$ cat src/rtl/fpu_normalize_round.sv
// Binary32 post-add normalizer/rounder: leading-one normalize, subnormal denormalize, round, pack.
// Define FPU_NORM_RM_EN for all five RISC-V rounding modes; otherwise RNE is hard-wired.
module fpu_normalize_round (
    input  logic        clk,
    input  logic        rst_n,
    input  logic        in_valid,
    output logic        in_ready,
    input  logic [48:0] in_sig,
    input  logic [9:0]  in_exp,
    input  logic        in_sticky,
    input  logic        in_sign,
    input  logic [2:0]  in_rm,
    output logic        out_valid,
    input  logic        out_ready,
    output logic [31:0] out_result,
    output logic [4:0]  out_flags
);
    localparam logic [2:0] RM_RNE = 3'd0;
    localparam logic [2:0] RM_RTZ = 3'd1;
    localparam logic [2:0] RM_RDN = 3'd2;
    localparam logic [2:0] RM_RUP = 3'd3;
    localparam logic [2:0] RM_RMM = 3'd4;

    logic s1_valid;
    logic s2_valid;
    logic s1_advance;

    assign s1_advance = ~s2_valid | out_ready;
    assign in_ready   = ~s1_valid | s1_advance;
    assign out_valid  = s2_valid;

    // ---------------- stage 1: leading-one detect and normalize ----------------
    logic [48:0] lead_onehot;
    logic [5:0]  lead_pos;
    logic [48:0] norm_sig;
    logic        sig_nz;
    logic [10:0] exp_unb;
    logic        tiny_d;
    logic [10:0] denorm_dist;
    logic [5:0]  denorm_amt;
    logic [50:0] denorm_sig;
    logic [23:0] mant_d;
    logic        guard_d;
    logic        sticky_d;
    logic [9:0]  exp_field_d;
    logic        zero_d;
    logic [2:0]  rm_d;

    genvar gi;
    generate
        for (gi = 0; gi < 49; gi = gi + 1) begin : g_lead
            assign lead_onehot[gi] = in_sig[gi] & ~(|(in_sig >> (gi + 1)));
        end
    endgenerate

    always_comb begin
        lead_pos = '0;
        for (int i = 0; i < 49; i++) begin
            if (lead_onehot[i]) lead_pos = lead_pos | 6'(i);
        end
    end

    assign sig_nz   = |in_sig;
    assign norm_sig = in_sig << (6'd48 - lead_pos);
    assign exp_unb  = {in_exp[9], in_exp} + {5'd0, lead_pos} - 11'd46;
    // An all-zero magnitude with only alignment sticky lies below every subnormal.
    assign tiny_d      = exp_unb[10] | (exp_unb == 11'd0) | ~sig_nz;
    assign denorm_dist = 11'd1 - exp_unb;

    always_comb begin
        denorm_amt = 6'd0;
        if (tiny_d) begin
            if (!sig_nz || (denorm_dist > 11'd26)) denorm_amt = 6'd26;
            else                                   denorm_amt = denorm_dist[5:0];
        end
    end

    // {mantissa, guard} sits at the top; a shift of 26 clears both completely.
    assign denorm_sig  = {norm_sig[48:24], 26'd0} >> denorm_amt;
    assign mant_d      = denorm_sig[50:27];
    assign guard_d     = denorm_sig[26];
    assign sticky_d    = (|denorm_sig[25:0]) | (|norm_sig[23:0]) | in_sticky;
    assign exp_field_d = tiny_d ? 10'd0 : exp_unb[9:0];
    assign zero_d      = ~sig_nz & ~in_sticky;

`ifdef FPU_NORM_RM_EN
    assign rm_d = (in_rm > RM_RMM) ? RM_RNE : in_rm;
`else
    logic unused_rm;
    assign unused_rm = ^in_rm;
    assign rm_d      = RM_RNE;
`endif

    logic [23:0] s1_mant;
    logic        s1_guard;
    logic        s1_sticky;
    logic [9:0]  s1_exp;
    logic        s1_tiny;
    logic        s1_zero;
    logic        s1_sign;
    logic [2:0]  s1_rm;

    always_ff @(posedge clk or negedge rst_n) begin
        if (!rst_n) begin
            s1_valid  <= 1'b0;
            s1_mant   <= '0;
            s1_guard  <= 1'b0;
            s1_sticky <= 1'b0;
            s1_exp    <= '0;
            s1_tiny   <= 1'b0;
            s1_zero   <= 1'b0;
            s1_sign   <= 1'b0;
            s1_rm     <= RM_RNE;
        end else if (in_ready) begin
            s1_valid <= in_valid;
            if (in_valid) begin
                s1_mant   <= mant_d;
                s1_guard  <= guard_d;
                s1_sticky <= sticky_d;
                s1_exp    <= exp_field_d;
                s1_tiny   <= tiny_d;
                s1_zero   <= zero_d;
                s1_sign   <= in_sign;
                s1_rm     <= rm_d;
            end
        end
    end

    // ---------------- stage 2: round and pack ----------------
    logic        round_up;
    logic [24:0] rounded;
    logic        exp_bump;
    logic [10:0] exp_final;
    logic        overflow;
    logic        inexact;
    logic [31:0] ovf_result;
    logic [31:0] result_d;
    logic [4:0]  flags_d;

    always_comb begin
        round_up = 1'b0;
        case (s1_rm)
            RM_RTZ:  round_up = 1'b0;
            RM_RDN:  round_up = (s1_guard | s1_sticky) & s1_sign;
            RM_RUP:  round_up = (s1_guard | s1_sticky) & ~s1_sign;
            RM_RMM:  round_up = s1_guard;
            default: round_up = s1_guard & (s1_sticky | s1_mant[0]);
        endcase
    end

    // A subnormal carrying into the hidden bit becomes the smallest normal.
    assign rounded   = {1'b0, s1_mant} + {24'd0, round_up};
    assign exp_bump  = s1_tiny ? rounded[23] : rounded[24];
    assign exp_final = {1'b0, s1_exp} + {10'd0, exp_bump};
    assign overflow  = exp_final >= 11'd255;
    assign inexact   = s1_guard | s1_sticky | overflow;

`ifdef FPU_NORM_RM_EN
    always_comb begin
        ovf_result = {s1_sign, 8'hFF, 23'd0};
        case (s1_rm)
            RM_RTZ:  ovf_result = {s1_sign, 31'h7F7FFFFF};
            RM_RDN:  ovf_result = s1_sign ? 32'hFF800000 : 32'h7F7FFFFF;
            RM_RUP:  ovf_result = s1_sign ? 32'hFF7FFFFF : 32'h7F800000;
            default: ovf_result = {s1_sign, 8'hFF, 23'd0};
        endcase
    end
`else
    assign ovf_result = {s1_sign, 8'hFF, 23'd0};
`endif

    always_comb begin
        result_d = {s1_sign, exp_final[7:0], rounded[22:0]};
        flags_d  = {2'b00, overflow, s1_tiny & inexact, inexact};
        if (s1_zero) begin
            result_d = {s1_sign, 31'd0};
            flags_d  = 5'd0;
        end else if (overflow) begin
            result_d = ovf_result;
        end
    end

    always_ff @(posedge clk or negedge rst_n) begin
        if (!rst_n) begin
            s2_valid   <= 1'b0;
            out_result <= '0;
            out_flags  <= '0;
        end else if (s1_advance) begin
            s2_valid <= s1_valid;
            if (s1_valid) begin
                out_result <= result_d;
                out_flags  <= flags_d;
            end
        end
    end

endmodule

$ cat config.mk
export PLATFORM = sky130hd
export DESIGN_NAME = fpu_normalize_round
export DESIGN_NICKNAME = d
export VERILOG_FILES = /design/src/rtl/fpu_normalize_round.sv
export SDC_FILE = /design/constraint.sdc
export NUM_CORES = 1
export LEC_CHECK = 0
export CAP_MARGIN = 20
export CORE_AREA = 2 2 150 152
export CTS_CLUSTER_SIZE = 25
export DETAILED_ROUTE_END_ITERATION = 8
export DIE_AREA = 0 0 152 154
export GPL_TIMING_DRIVEN = 1
export PLACE_DENSITY = 0.87
export SLEW_MARGIN = 20
export SYNTH_ARGS = -nofsm -noshare
export SYNTH_HDL_FRONTEND = slang
export SYNTH_SLANG_ARGS = --single-unit
$ cat constraint.sdc
create_clock -name clk -period 11 [get_ports clk]
set_input_delay 1.65 -clock clk [delete_from_list [all_inputs] [get_ports clk]]
set_output_delay 1.65 -clock clk [all_outputs]
set_load 0.01 [all_outputs]
==> metrics.md, run 1 <==
| Metric | Value |
|---|---|
| Main flop type after synthesis | dfrtp_1 |
| CP Launch Type | input pin |
| Largest cells by area after synthesis | dfrtp_1 (16%), nand2_1 (6.9%), mux2i_1 (5.6%), o21ai_0 (5.5%), clkbuf_1 (3.7%) |
| Initial Util | 0.546 |
| Clock buffer depth | 2 |
| # hold bufs at CTS | 0 |
| Clock H-tree levels | 3 |
| Via density | 7.48 |
| Total Routed Length | 45300 um |
| GRT Overall Usage | 0.367 |
| Final ANT Viol Nets | 0 |
| Yosys warns | 0 |
| Sequential area share after synthesis | 0.161 |
| Worst skew pair latency | 0.34 ns |
| CTS tree | built |
| Layout cells sized above 1 | 0.0925 |
| Leak pwr | 4.98 nW |
| Clk sinks | 76 |
| Synth area leader | dfrtp_1 |
| CP max-delay cell | clkdlybuf4s50_1 |
| #FFs+latches synth | 76 |
| Routability cong. | 1.05 |
| Setup violators final | 0 |
| Die H | 154 um |
| Core ar. | 21700 um^2 |
| Fin Setup TNS | 0 ns |
| Final nets | 1718 |
| Number of global-route vias before repair | 12922 |
| Initial antenna violation count | 0 |
| Share of flip-flops with an asynchronous set or reset | 1.00 |
| RSZ-0062 raised after global routing | no |
| CTS clk-pin slew, worst paths | 0.06 ns |
| Number of core rows | 54 |
| Synth top area share | 0.161 |
| Crit Path Max Fanout | 13 |
| Pre-Repair DR Iteration Count | 9 |
| Unique masters post-synth | 98 |
| First-pass GRT wire length | 71200 um |
| Max Slew Vio Count | 0 |
| I/O pin count | 107 |
| Mapped Area | 11800 um^2 |
| Clock root buffer | clkbuf_16 |
| VDD IR max | 0.105 mV |
| GR Overflow Total | 0 |
| Die Wd | 152 um |
| Setup CP Type | input pin to flip-flop |
| Largest net degree at the start of global routing | 77 |
| Crit path DAT | 10.35 ns |
| Syn Inst Count | 1626 |
| Clock buffer count from CTS | 9 |
| CTS resizes | 0 |
| Average cell area after synthesis | 7.28 um^2 |
| Dpl hpwl | 32700 um |
| Setup bufs post-CTS | 0 |
| Max-slew headroom | 0.164 |
| Final Util | 0.611 |
| Die footprint | 23400 um^2 |
| Critical Path Max Stage Delay | 0.75 ns |
| Setup Skew | 0.00638 ns |
| CP required | 11.18 ns |
| Pwr per Cell Area | 131 nW/um^2 |
| CP Capture Type | flip-flop |
| Area grow syn2layout | 12.0% |
| Final min period | 10.17 ns |
| Fmax | 98.3 MHz |
| Max Cap Viol | 0 |
| Number of synthesized flops with an enable pin | 0 |
| Period Utilization, post-route | 0.924 |
| Worst hold path class | flip-flop to flip-flop |
| DR WL/cell | 23.7 um |
| Final hold vios | 0 |
| # diodes | 0 |
| Number of I/O port buffers | 101 |
| Status | finished clean |
| Vias after detailed routing | 14307 |
| Post-route DRC | 0 |
| Starting DRT DRC Count | 2081 |
| Worst-margin pin slew | 1.22 ns |
placed cells by master, fill, tap and decap left out, types with 18 or more instances in the layout:
cell | Yosys | routed
a2111oi_0 | 36 | 36
a211oi_1 | 31 | 30
a21o_1 | 18 | 18
a21oi_1 | 62 | 61
a311oi_1 | 40 | 40
a32oi_1 | 35 | 35
and3_1 | 27 | 27
buf_4 | 5 | 53
clkdlybuf4s50_1 | 0 | 100
dfrtp_1 | 76 | 76
ha_1 | 21 | 20
inv_1 | 28 | 28
mux2_2 | 24 | 24
mux2i_1 | 66 | 66
nand2_1 | 218 | 218
nand3_1 | 76 | 76
nor2_1 | 115 | 115
nor3_1 | 57 | 56
nor4_1 | 19 | 19
o211ai_1 | 33 | 33
o21ai_0 | 131 | 131
o31ai_1 | 20 | 20
xnor2_1 | 24 | 22
worst paths after layout:
kind	start	to	slack (ns)	cells after the start
setup / recovery	in_sig[21]	s1_sticky$_DFFE_PN0P_	0.83	26
max in group asynchronous	rst_n	out_result[22]$_DFFE_PN0P_	8.86	2
min in group asynchronous	rst_n	out_result[28]$_DFFE_PN0P_	1.54	2
hold reg to reg	out_result[26]$_DFFE_PN0P_	out_result[26]$_DFFE_PN0P_	0.48	1
setup reg to reg	s1_guard$_DFFE_PN0P_	out_result[17]$_DFFE_PN0P_	5.46	21
hold / removal	out_result[26]$_DFFE_PN0P_	out_result[26]$_DFFE_PN0P_	0.48	1
flip-flops by register name (all words and copies together) (netlist names):
| name | count |
|---|---|
| out_flags | 3 |
| out_result | 32 |
| out_valid | 1 |
| s1_exp | 10 |
| s1_guard | 1 |
| s1_mant | 24 |
| s1_sign | 1 |
| s1_sticky | 1 |
| s1_tiny | 1 |
| s1_valid | 1 |
| s1_zero | 1 |
power breakdown:
group	total [mW]	internal, mW	switching [mW]
combinational	1.04	0.404	0.640
sequential	0.390	0.338	0.0517
clock	0.297	0.187	0.110
total	1.73	0.930	0.801
synth_stat cells (all sizes together), types with 26 or more instances:
cell type / count
nor4: 26
nand3: 77
xnor2: 27
o21ai: 133
a211oi: 32
nand2: 219
clkbuf: 117
inv: 31
a311oi: 40
a21oi: 62
o211ai: 33
nor2: 116
a32oi: 35
buf: 47
a2111oi: 37
nor3: 59
and3: 28
mux2i: 67
dfrtp: 76
cell type report:
class                      instances  area, um^2
clock inverter                     3        46.3
sequential                        76        1900
multi-input combinational       1356        9180
tap                              280         350
clock buffer                      12         256
timing repair buffer             154        1400
inverter                          31         116
fill                            1875        8430
through the flow:
stage / cell area (um^2) / setup slack, ns / std cells / power (mW) / hold WS, ns
6_report: 13300 / 0.832 / 1912 / 1.73 / 0.475
5_1_grt: 13300 / 0.564 / 1912 / 1.82 / 0.487
4_1_cts: 13300 / 1.31 / 1912 / 1.69 / 0.477
3_5_place_dp: 13000 / 0.995 / 1897 / 1.39 / 0.461
3_3_place_gp: 13000 / 1.19 / 1897 / 1.37 / 0.454
2_1_floorplan: 11800 / 2.50 / 1627 / 1.05 / 0.442
per-layer routing:
metal  wire length, um  vias up  GRT usage
met5                 0        -    0.00414
met4              1800        0      0.137
met3              5870      195     0.0924
met2             19900     1121      0.570
met1             17700     6666      0.494
li1                  -     6325          -
critical path: cells and delay by family:
family | cells | cell delay, ns
and+or+nand+nor | 10 | 3.78
AOI/OAI and AO/OA | 11 | 3.06
adders and majority gates | 2 | 0.66
buffers and inverters | 3 | 1.18
cell families after synthesis:
logic type               count (synthesis)  share of synthesized area
multiplexers                           108                      0.112
AO/OA/AOI/OAI                          564                      0.342
other                                    1                   0.000317
adder cells (fa/ha/maj)                 23                     0.0247
AND/OR/NAND/NOR                        617                      0.256
flip-flops                              76                      0.161
buffers and inverters                  195                     0.0708
XOR/XNOR                                42                     0.0330
(Power assumes the default switching activity.)
==> run 2, diff against run 1 <==
--- a/config.mk
+++ b/config.mk
@@ -11,8 +11,7 @@
 export DETAILED_ROUTE_END_ITERATION = 8
 export DIE_AREA = 0 0 152 154
 export GPL_TIMING_DRIVEN = 1
-export PLACE_DENSITY = 0.87
-export SLEW_MARGIN = 20
+export PLACE_DENSITY = 0.88
 export SYNTH_ARGS = -nofsm -noshare
 export SYNTH_HDL_FRONTEND = slang
 export SYNTH_SLANG_ARGS = --single-unit
==> constraint.sdc (replaced) <==
create_clock -name clk -period 10.71 [get_ports clk]
set_input_delay 1.6065 -clock clk [delete_from_list [all_inputs] [get_ports clk]]
set_output_delay 1.6065 -clock clk [all_outputs]
set_load 0.01 [all_outputs]
==> run 2 against run 1 <==
Die area stayed put. Combinational power is 4% higher. Global-route usage is 1.1 points higher. Via count is 0.79% higher.
==> metrics.md, run 2 (same netlist as run 1, synthesis figures left out) <==
| Metric | Value |
|---|---|
| Sequential Power Share | 0.225 (about the same) |
| Post-route DRC | 0 (unchanged) |
| Max Cap Viol | 0 (unchanged) |
| Vias after detailed routing | 14420 (+0.79%) |
| Clk sinks | 76 (unchanged) |
| Setup violators final | 0 (unchanged) |
| Fin Setup TNS | 0 ns (unchanged) |
| GR Overflow Total | 0 (unchanged) |
| Crit path launch | in_sig[22] |
| RSZ-0062 raised after global routing | no |
| Die footprint | 23400 um^2 (unchanged) |
| Critical Path Max Stage Delay | 0.72 ns (-0.03 ns) |
| Reg2Reg Setup Slack | 5.03 ns (-0.43 ns) |
| Comb pwr share | 0.601 (-0.002) |
| Met2 WL | 20400 um (+2.2%) |
| I/O pin count | 107 (unchanged) |
| Final min period | 9.90 ns |
| Most common cell after layout, fill and taps aside | nand2_1 |
| Pwr per Cell Area | 135 nW/um^2 (+3.3%) |
| Number of I/O port buffers | 101 (unchanged) |
| Fmax | 101 MHz |
| # diodes | 0 (unchanged) |
| Routability cong. | 1.09 (+4.2%) |
| Number of core rows | 54 (unchanged) |
| Most frequent cells in the layout | nand2_1 (218), o21ai_0 (131), nor2_1 (115) |
| GRT Overall Usage | 0.378 (+0.0109) |
| Setup Skew | 0.00685 ns (+0.000468 ns) |
| Clock power share | 0.174 (+0.002) |
| Die Wd | 152 um (unchanged) |
| CP required | 10.91 ns (-0.27 ns) |
| Core ar. | 21700 um^2 (unchanged) |
| Final hold vios | 0 (unchanged) |
| Total chip power | 1.79 mW (+3.6%) |
| Layout cells sized above 1 | 0.0947 (+0.00222) |
| CTS tree | built |
| Pre-Repair DR Iteration Count | 6 (-3) |
| Max Slew Vio Count | 0 (unchanged) |
| Number of global-route vias before repair | 13101 (+1.4%) |
| Max-slew headroom | 0.238 (+0.0743) |
| Crit path DAT | 10.11 ns (-0.24 ns) |
| R2R depth | 24 (+14%) |
| Initial antenna violation count | 0 (unchanged) |
| # hold bufs at CTS | 0 (unchanged) |
| Status | finished clean |
| M1 WL | 17900 um (+0.86%) |
| Clock H-tree levels | 3 (unchanged) |
| Destination of the worst hold path | out_result[29]$_DFFE_PN0P_ |
| Cell Int Power | 0.957 mW (+2.9%) |
| Initial Util | 0.546 (unchanged) |
| Total Routed Length | 46100 um (+1.8%) |
| Dpl hpwl | 33500 um (+2.4%) |
| Area grow syn2layout | 12.2% |
| Largest net degree at the start of global routing | 77 (unchanged) |
| Top sig layer | met4 |
| CP max-delay cell | nor4_2 |
| R2R Path End | out_result[22]$_DFFE_PN0P_ |
| Hold path depth | 1 (unchanged) |
| Via density | 7.53 (+0.58%) |
| Hold_sp | out_result[29]$_DFFE_PN0P_ |
| Net Sw Frac | 0.466 (+0.00333) |
| Final Util | 0.613 (+0.00133) |
| Leak pwr | 4.99 nW (+0.38%) |
| Final nets | 1721 (+0.17%) |
| Number of flip-flops in the largest register | 32 (unchanged) |
| Largest Register | out_result |
| Worst-margin pin slew | 1.11 ns (-0.109 ns) |
| CTS resizes | 0 (unchanged) |
| Clock root buffer | clkbuf_16 |
| Clock buffer count from CTS | 9 (unchanged) |
| Starting DRT DRC Count | 2271 (+9.1%) |
| Worst R2R Start | s1_guard$_DFFE_PN0P_ |
| DR WL/cell | 24.1 um (+1.6%) |
| CP Capture Type | flip-flop |
| Final ANT Viol Nets | 0 (unchanged) |
| CTS clk-pin slew, worst paths | 0.06 ns (about the same) |
| Worst skew pair latency | 0.33 ns (about the same) |
| Crit Path Max Fanout | 15 (+2) |
| Top Registers | out_result: 32 flops, s1_mant: 24 flops, s1_exp: 10 flops |
| Routed met3 length | 5840 um (-0.53%) |
| First-pass GRT wire length | 73000 um (+2.5%) |
| VDD IR max | 0.111 mV (+5.6%) |
| Clock buffer depth | 2 (unchanged) |
| Worst hold path class | flip-flop to flip-flop |
| Die H | 154 um (unchanged) |
| Setup CP Type | input pin to flip-flop |
| Period Utilization, post-route | 0.925 |
| CP Launch Type | input pin |
| Setup bufs post-CTS | 0 (unchanged) |
| Switching power | 0.836 mW (+4.3%) |
run 2: worst max path at each step:
stage	end	slack, ns	depth (start not counted)
4_1_cts	s1_sticky$_DFFE_PN0P_	1.22	27
3_3_place_gp	s1_sticky$_DFFE_PN0P_	0.93	27
6_report	s1_sticky$_DFFE_PN0P_	0.81	27
3_5_place_dp	s1_sticky$_DFFE_PN0P_	0.88	27
5_1_grt	s1_sticky$_DFFE_PN0P_	0.49	26
2_1_floorplan	s1_sticky$_DFFE_PN0P_	2.26	34
run 2: critical path, delay by kind of cell:
family	cells	cell delay (ns)
compound gates	11	3.05
fa+ha+maj	2	0.66
buf+inv	4	1.03
simple gates	10	3.73
run 2: layout make-up:
class | count | area, um^2
clock buffer | 12 | 256
clock inverter | 4 | 55.1
fill | 1864 | 8400
inverter | 31 | 116
multi-input combinational | 1356 | 9180
sequential | 76 | 1900
tap | 280 | 350
timing repair buffer | 157 | 1420
run 2: power by group through the flow:
stage / logic, mW / clock network, mW / registers [mW]
5_1_grt: 1.15 / 0.326 / 0.411
4_1_cts: 1.04 / 0.313 / 0.401
2_1_floorplan: 0.674 / 0 / 0.407
3_3_place_gp: 1.01 / 0 / 0.398
3_5_place_dp: 1.03 / 0 / 0.404
6_report: 1.08 / 0.312 / 0.404
run 2: metrics by stage:
step	instances	cell area [um^2]	worst slack, ns	hold slack (ns)
after floorplan	1627	11800	2.26	0.442
after CTS	1915	13300	1.22	0.483
after detailed placement	1899	13000	0.883	0.470
after global placement	1899	13000	0.935	0.453
final	1916	13300	0.806	0.480
after global routing	1916	13300	0.487	0.501
run 2: routing by layer:
layer | up-vias | global-route usage
met3 | 197 | 0.0660
met1 | 6768 | 0.519
met4 | 0 | 0.158
met2 | 1141 | 0.589
met5 | - | 0
li1 | 6314 | -
==> patch 1, RTL diff (settings of run 2) <==
Register the output `out_flags` once more, cleared by the reset; this adds one clock of latency there. The other outputs are not delayed to match.
--- a/src/rtl/fpu_normalize_round.sv
+++ b/src/rtl/fpu_normalize_round.sv
@@ -20,6 +20,8 @@
     localparam logic [2:0] RM_RDN = 3'd2;
     localparam logic [2:0] RM_RUP = 3'd3;
     localparam logic [2:0] RM_RMM = 3'd4;
+
+    logic [4:0] out_flags_s0;
 
     logic s1_valid;
     logic s2_valid;
@@ -184,15 +186,23 @@
         if (!rst_n) begin
             s2_valid   <= 1'b0;
             out_result <= '0;
-            out_flags  <= '0;
+            out_flags_s0 <= '0;
         end else if (s1_advance) begin
             s2_valid <= s1_valid;
             if (s1_valid) begin
                 out_result <= result_d;
-                out_flags  <= flags_d;
+                out_flags_s0 <= flags_d;
             end
         end
     end
 
+    always_ff @(posedge clk or negedge rst_n) begin
+        if (!rst_n) begin
+            out_flags <= '0;
+        end else begin
+            out_flags <= out_flags_s0;
+        end
+    end
+
 endmodule
 
Check against the original RTL: not equivalent (a bounded check fails within 4 cycles, from zero or initial values and one cycle with rst_n low).
==> patch 1 against run 2 <==
  * Design area shrank 6.9%
  * Routed wire length shrank 17%
  * Power shrank 4.3%
  * Fmax grew 5.3%
  * Register-to-register slack gained 0.30 ns
  * Worst setup slack gained 0.50 ns
  * Sequential cell count grew 3
  * Critical path depth shrank 2
  * Core utilization shrank 4.2 points
  * Hold slack lost 0.10 ns
  * Area after synthesis shrank 6.7%
  * Combinational power shrank 9.8%
  * Critical endpoint unchanged
  * Largest cell class unchanged
==> patch 1: results (changes against run 2) <==
Status -> finished clean
Seq/Total Area, Yosys -> 17.9% (+1.8 points)
Vias in the first global route -> 11,400 (-13%)
Post_cts resized -> 0 (unchanged)
Root Buffer -> clkbuf_16
Filler Cells Inserted -> 1,895 (+1.7%)
Global-route wire length before repair -> 60,900 um (-17%)
IO buf count -> 101 (unchanged)
Hold Slack -> 0.377 ns (-0.103 ns)
Critical-path top delay cell -> clkdlybuf4s50_1
Synthesis warning total -> 0 (unchanged)
Worst reg2reg setup slack -> 5.33 ns (+0.30 ns)
Slowest stage delay, CP -> 0.96 ns (+0.24 ns)
Initial antenna violation count -> 0 (unchanged)
WHS Path Cells -> 0 (-1)
Drt first pass iters -> 6 (unchanged)
Fin Clk Skew -> 0.00683 ns (-0.0000206 ns)
GRT Total Usage -> 31.4% (-6.4 points)
H-tree depth -> 3 (unchanged)
Top flop regs -> out_result (32), s1_mant (24), s1_exp (10)
Routed Wire Length -> 38,100 um (-17%)
Synth area leaders -> dfrtp_1, mux2i_1, mux4_2
Top_reg_cell synth -> dfrtp_1
Rel. slew slack -> 24.7% (+0.89 points)
Worst endpoint data arrival time -> 9.61 ns (-0.50 ns)
Post-CTS setup buffer count -> 0 (unchanged)
Clock Latency Late Sink -> 0.33 ns (about the same)
HP Start -> out_flags_s0[1]
Layout cells sized above 1 -> 10.4% (+0.88 points)
Worst VDD drop -> 0.0870 mV (-21%)
Most frequent cells after synthesis -> nand2_1, nor2_1, o21ai_0
Synth Area in Adders -> 2.65% (+0.18 points)
Largest net degree at the start of global routing -> 80 (+3.9%)
DP Wirelength -> 28,600 um (-15%)
TritonCTS buffer count -> 9 (unchanged)
Post-Synth XOR/XNOR Area -> 3.15% (-0.15 points)
CP Max Fanout -> 15 (unchanged)
Via density -> 7.16 (-4.9%)
1st-iter DRT viols -> 1,622 (-29%)
Synth Area in Compound Gates -> 29.2% (-5.1 points)
Hold crit path type -> reg2reg
Post-synthesis mux area share -> 14.9% (+3.7 points)
RD Place Congestion -> 1.04 (-4.2%)
Static Leak -> 4.79 nW (-4.1%)
Netlist cell types -> 107 (+9.2%)
Async SR Flop Fraction -> 100% (unchanged)
RR Startpoint -> s1_guard
Clk buf depth -> 2 (unchanged)
Worst-case reg-to-reg path depth -> 23 (-4.2%)
Worst-path clk slew -> 0.06 ns (about the same)
Final nets -> 1,534 (-11%)
CP Launch Point -> in_sig[17]
==> patch 1: cell count changes after synthesis, moves of 15 or more <==
cell       delta
a2111oi_0    -32
o22ai_1      +15
a32oi_1      -28
a311oi_1     -38
a21oi_1      +16
clkbuf_1     -58
nand2_1      -34
o21ai_0      -49
mux4_2       +16
nand3_1      -21
==> patch 1: power breakdown <==
| group | total [W] | internal [W] | switching, W |
|---|---|---|---|
| clock | 0.000321 | 0.000208 | 0.000113 |
| sequential | 0.000420 | 0.000363 | 0.0000568 |
| combinational | 0.000974 | 0.000389 | 0.000584 |
==> patch 1: layout make-up <==
class	count	area share [%]
flip-flops and latches	79	16.0
clock buffers	11	1.96
repair buffers	130	10.0
inverters	36	1.09
clock inverters	4	0.566
multi-input cells	1188	67.6
well taps	280	2.83
==> patch 1: path summary, 6_finish.rpt <==
kind | endpoint
setup reg to reg | out_result[16]
hold / removal | out_flags[1]
min in group asynchronous | s1_exp[0]
hold reg to reg | out_flags[1]
setup / recovery | s1_sticky
max in group asynchronous | s1_mant[6]
==> patch 1: metrics by stage <==
step                      instance area (um^2)  total power, W  setup slack [ns]  std cells  util, %
after floorplan                          11000         0.00105              2.54       1418        -
after global placement                   12100         0.00133              1.39       1713     55.6
after detailed placement                 12100         0.00136              1.22       1713     55.6
after CTS                                12400         0.00169              1.55       1728     57.1
after global routing                     12400         0.00180             0.778       1728     57.1
final                                    12400         0.00172              1.31       1728     57.1
==> patch 1: logic make-up (layout without fill, tap and decap cells) <==
group / Yosys count / in the layout
compound gates: 461 / 461
mux: 121 / 121
simple gates: 543 / 543
buf+inv: 151 / 181
fa+ha+maj: 23 / 23
flops: 79 / 79
other cells: 1 / 2
xor+xnor: 38 / 38
==> patch 1: routing by layer <==
metal  share of wire, %  vias up  GRT usage [%]
li1                   -     5486              -
met1                 38     5764           40.4
met2                 46      919           51.9
met3                 11      195           5.47
met4                5.2        0           14.0
met5                  0        -              0
==> patch 1: critical path, delay by kind of cell <==
family,cells,cell delay (ns)
muxes,1,0.59
adders and majority gates,2,0.86
AOI/OAI and AO/OA,10,2.82
buffers and inverters,2,1.06
and+or+nand+nor,10,2.65
==> patch 2, RTL diff (config.mk and constraints of run 2) <==
Without the edit above. The option `FPU_NORM_RM_EN` is turned on by a define.
--- a/src/rtl/fpu_normalize_round.sv
+++ b/src/rtl/fpu_normalize_round.sv
@@ -1,5 +1,7 @@
 // Binary32 post-add normalizer/rounder: leading-one normalize, subnormal denormalize, round, pack.
 // Define FPU_NORM_RM_EN for all five RISC-V rounding modes; otherwise RNE is hard-wired.
+`define FPU_NORM_RM_EN
+
 module fpu_normalize_round (
     input  logic        clk,
     input  logic        rst_n,
Function: changed (a bounded check fails within 4 cycles, from zero or initial values and one cycle with rst_n low).
==> patch 2 against run 2 <==
  * Power increased by 7.6%
  * Worst setup slack improved by 0.14 ns
  * Die area unchanged
  * Sequential cell count increased by 3
  * Design area increased by 0.40%
  * Combinational power increased by 9%
  * Area after synthesis decreased by 0.16%
  * Register-to-register slack got worse by 0.60 ns
  * Sequential share of layout area increased by 0.51 points
  * Synthesized cell count decreased by 1.6%
  * Routed wire length decreased by 0.58%
==> patch 2: results (changes against run 2) <==
Status -> finished clean
Synth area leaders -> dfrtp_1, mux2i_1, nand2_1
Top flop regs -> out_result (32), s1_mant (24), s1_exp (10)
Clk buf depth -> 2 (unchanged)
Slowest stage delay, CP -> 0.67 ns (-0.05 ns)
Worst-case reg-to-reg path depth -> 28 (+17%)
Global-route wire length before repair -> 72,400 um (-0.77%)
Reg2reg end -> out_result[15]
TritonCTS buffer count -> 9 (unchanged)
Final nets -> 1,721 (unchanged)
Seq/Total Area, Yosys -> 16.7% (+0.66 points)
Antenna Cells -> 0 (unchanged)
CP Max Fanout -> 26 (+11)
Worst-path clk slew -> 0.06 ns (about the same)
Netlist cell types -> 97 (-1.0%)
RD Place Congestion -> 1.09 (-0.20%)
H-tree depth -> 3 (unchanged)
Layout cells sized above 1 -> 8.69% (-0.78 points)
Synthesis warning total -> 0 (unchanged)
GRT Total Usage -> 37.7% (-0.075 points)
Static Leak -> 5.30 nW (+6.1%)
WHS Path Cells -> 1 (unchanged)
Root Buffer -> clkbuf_16
Clock Latency Late Sink -> 0.33 ns (about the same)
Top_reg_cell synth -> dfrtp_1
Vias in the first global route -> 12,900 (-1.4%)
Fin util -> 61.5% (+0.24 points)
Post_cts resized -> 0 (unchanged)
Hold crit path type -> reg2reg
RR Startpoint -> s1_rm[1]
Rel. slew slack -> 25.3% (+1.5 points)
Worst VDD drop -> 0.0903 mV (-18%)
Async SR Flop Fraction -> 100% (unchanged)
Fin Clk Skew -> 0.00508 ns (-0.00177 ns)
Post-CTS setup buffer count -> 0 (unchanged)
IO buf count -> 104 (+3.0%)
Worst reg2reg setup slack -> 4.43 ns (-0.60 ns)
Remaining antenna violation count after routing -> 0 (unchanged)
Most common cell in the netlist -> nand2_1
DP Wirelength -> 34,300 um (+2.4%)
Vias -> 13,900 (-3.3%)
Worst endpoint data arrival time -> 9.95 ns (-0.16 ns)
Drt first pass iters -> 7 (+1)
1st-iter DRT viols -> 1,979 (-13%)
CP Capture Point -> s1_sticky
CP Launch Point -> in_sig[37]
Routed Wire Length -> 45,900 um (-0.58%)
Largest net degree at the start of global routing -> 80 (+3.9%)
Critical-path top delay cell -> nor4_2
Most frequent cells after synthesis -> nand2_1, o21ai_0, nor2_1
Family with the most delay on the worst path -> simple AND/OR/NAND/NOR gates
==> patch 2: cell types whose count changed after synthesis, moves of 28 or more <==
| cell | delta |
|---|---|
| and2_1 | +33 |
| a311oi_1 | -33 |
| nand2_1 | -43 |
| nand3_1 | -29 |
| clkbuf_1 | -28 |
| a32oi_1 | -30 |
==> patch 2: area by class of cell <==
type                            count  area (um^2)
Fill cell                        1910         8350
Sequential cell                    79         1980
Inverter                           41          161
Multi-Input combinational cell   1345         9120
Clock inverter                      4         53.8
Timing Repair Buffer              153         1430
Clock buffer                       12          246
Tap cell                          280          350
==> patch 2: per-stage QoR <==
| stage | hold slack [ns] | instances | cell area, um^2 | total power, W | setup WS, ns |
|---|---|---|---|---|---|
| detailed placement | 0.465 | 1898 | 13000 | 0.00158 | 0.822 |
| global placement | 0.462 | 1898 | 13000 | 0.00155 | 1.04 |
| global route | 0.506 | 1914 | 13300 | 0.00203 | 0.472 |
| finish | 0.475 | 1914 | 13300 | 0.00193 | 0.948 |
| CTS | 0.477 | 1914 | 13300 | 0.00190 | 1.15 |
| floorplan | 0.456 | 1601 | 11800 | 0.00118 | 1.97 |
==> patch 2: metal layers <==
layer	GRT usage, %	wire length [um]
met5	0	0
met4	14.2	2240
met3	6.37	4660
met2	64.5	21500
met1	47.8	17500
==> patch 2: cell families (layout without fill, tap and decap cells) <==
family | count (synthesis) | after routing | synth area share (%)
mux | 95 | 95 | 9.77
compound gates | 551 | 551 | 32.9
fa+ha+maj | 24 | 24 | 2.60
simple gates | 640 | 640 | 28.8
flops | 79 | 79 | 16.7
buf+inv | 177 | 210 | 6.70
other cells | 1 | 2 | 0.0317
xor+xnor | 33 | 33 | 2.51
==> patch 2: worst min path at each step <==
stage	slack [ns]	start	end
global placement	0.46	out_flags[1]	out_flags[1]
detailed placement	0.47	out_result[27]	out_result[27]
finish	0.48	out_result[27]	out_result[27]
CTS	0.48	out_result[27]	out_result[27]
global route	0.51	out_flags[1]	out_flags[1]
floorplan	0.46	s1_exp[0]	s1_exp[0]
==> patch 2: power breakdown <==
part	switching [W]	internal [W]	total (W)	leakage, nW
clock	0.000117	0.000188	0.000304	0.139
combinational	0.000692	0.000486	0.00118	4.16
sequential	0.0000687	0.000378	0.000446	1.00
total	0.000877	0.00105	0.00193	5.30
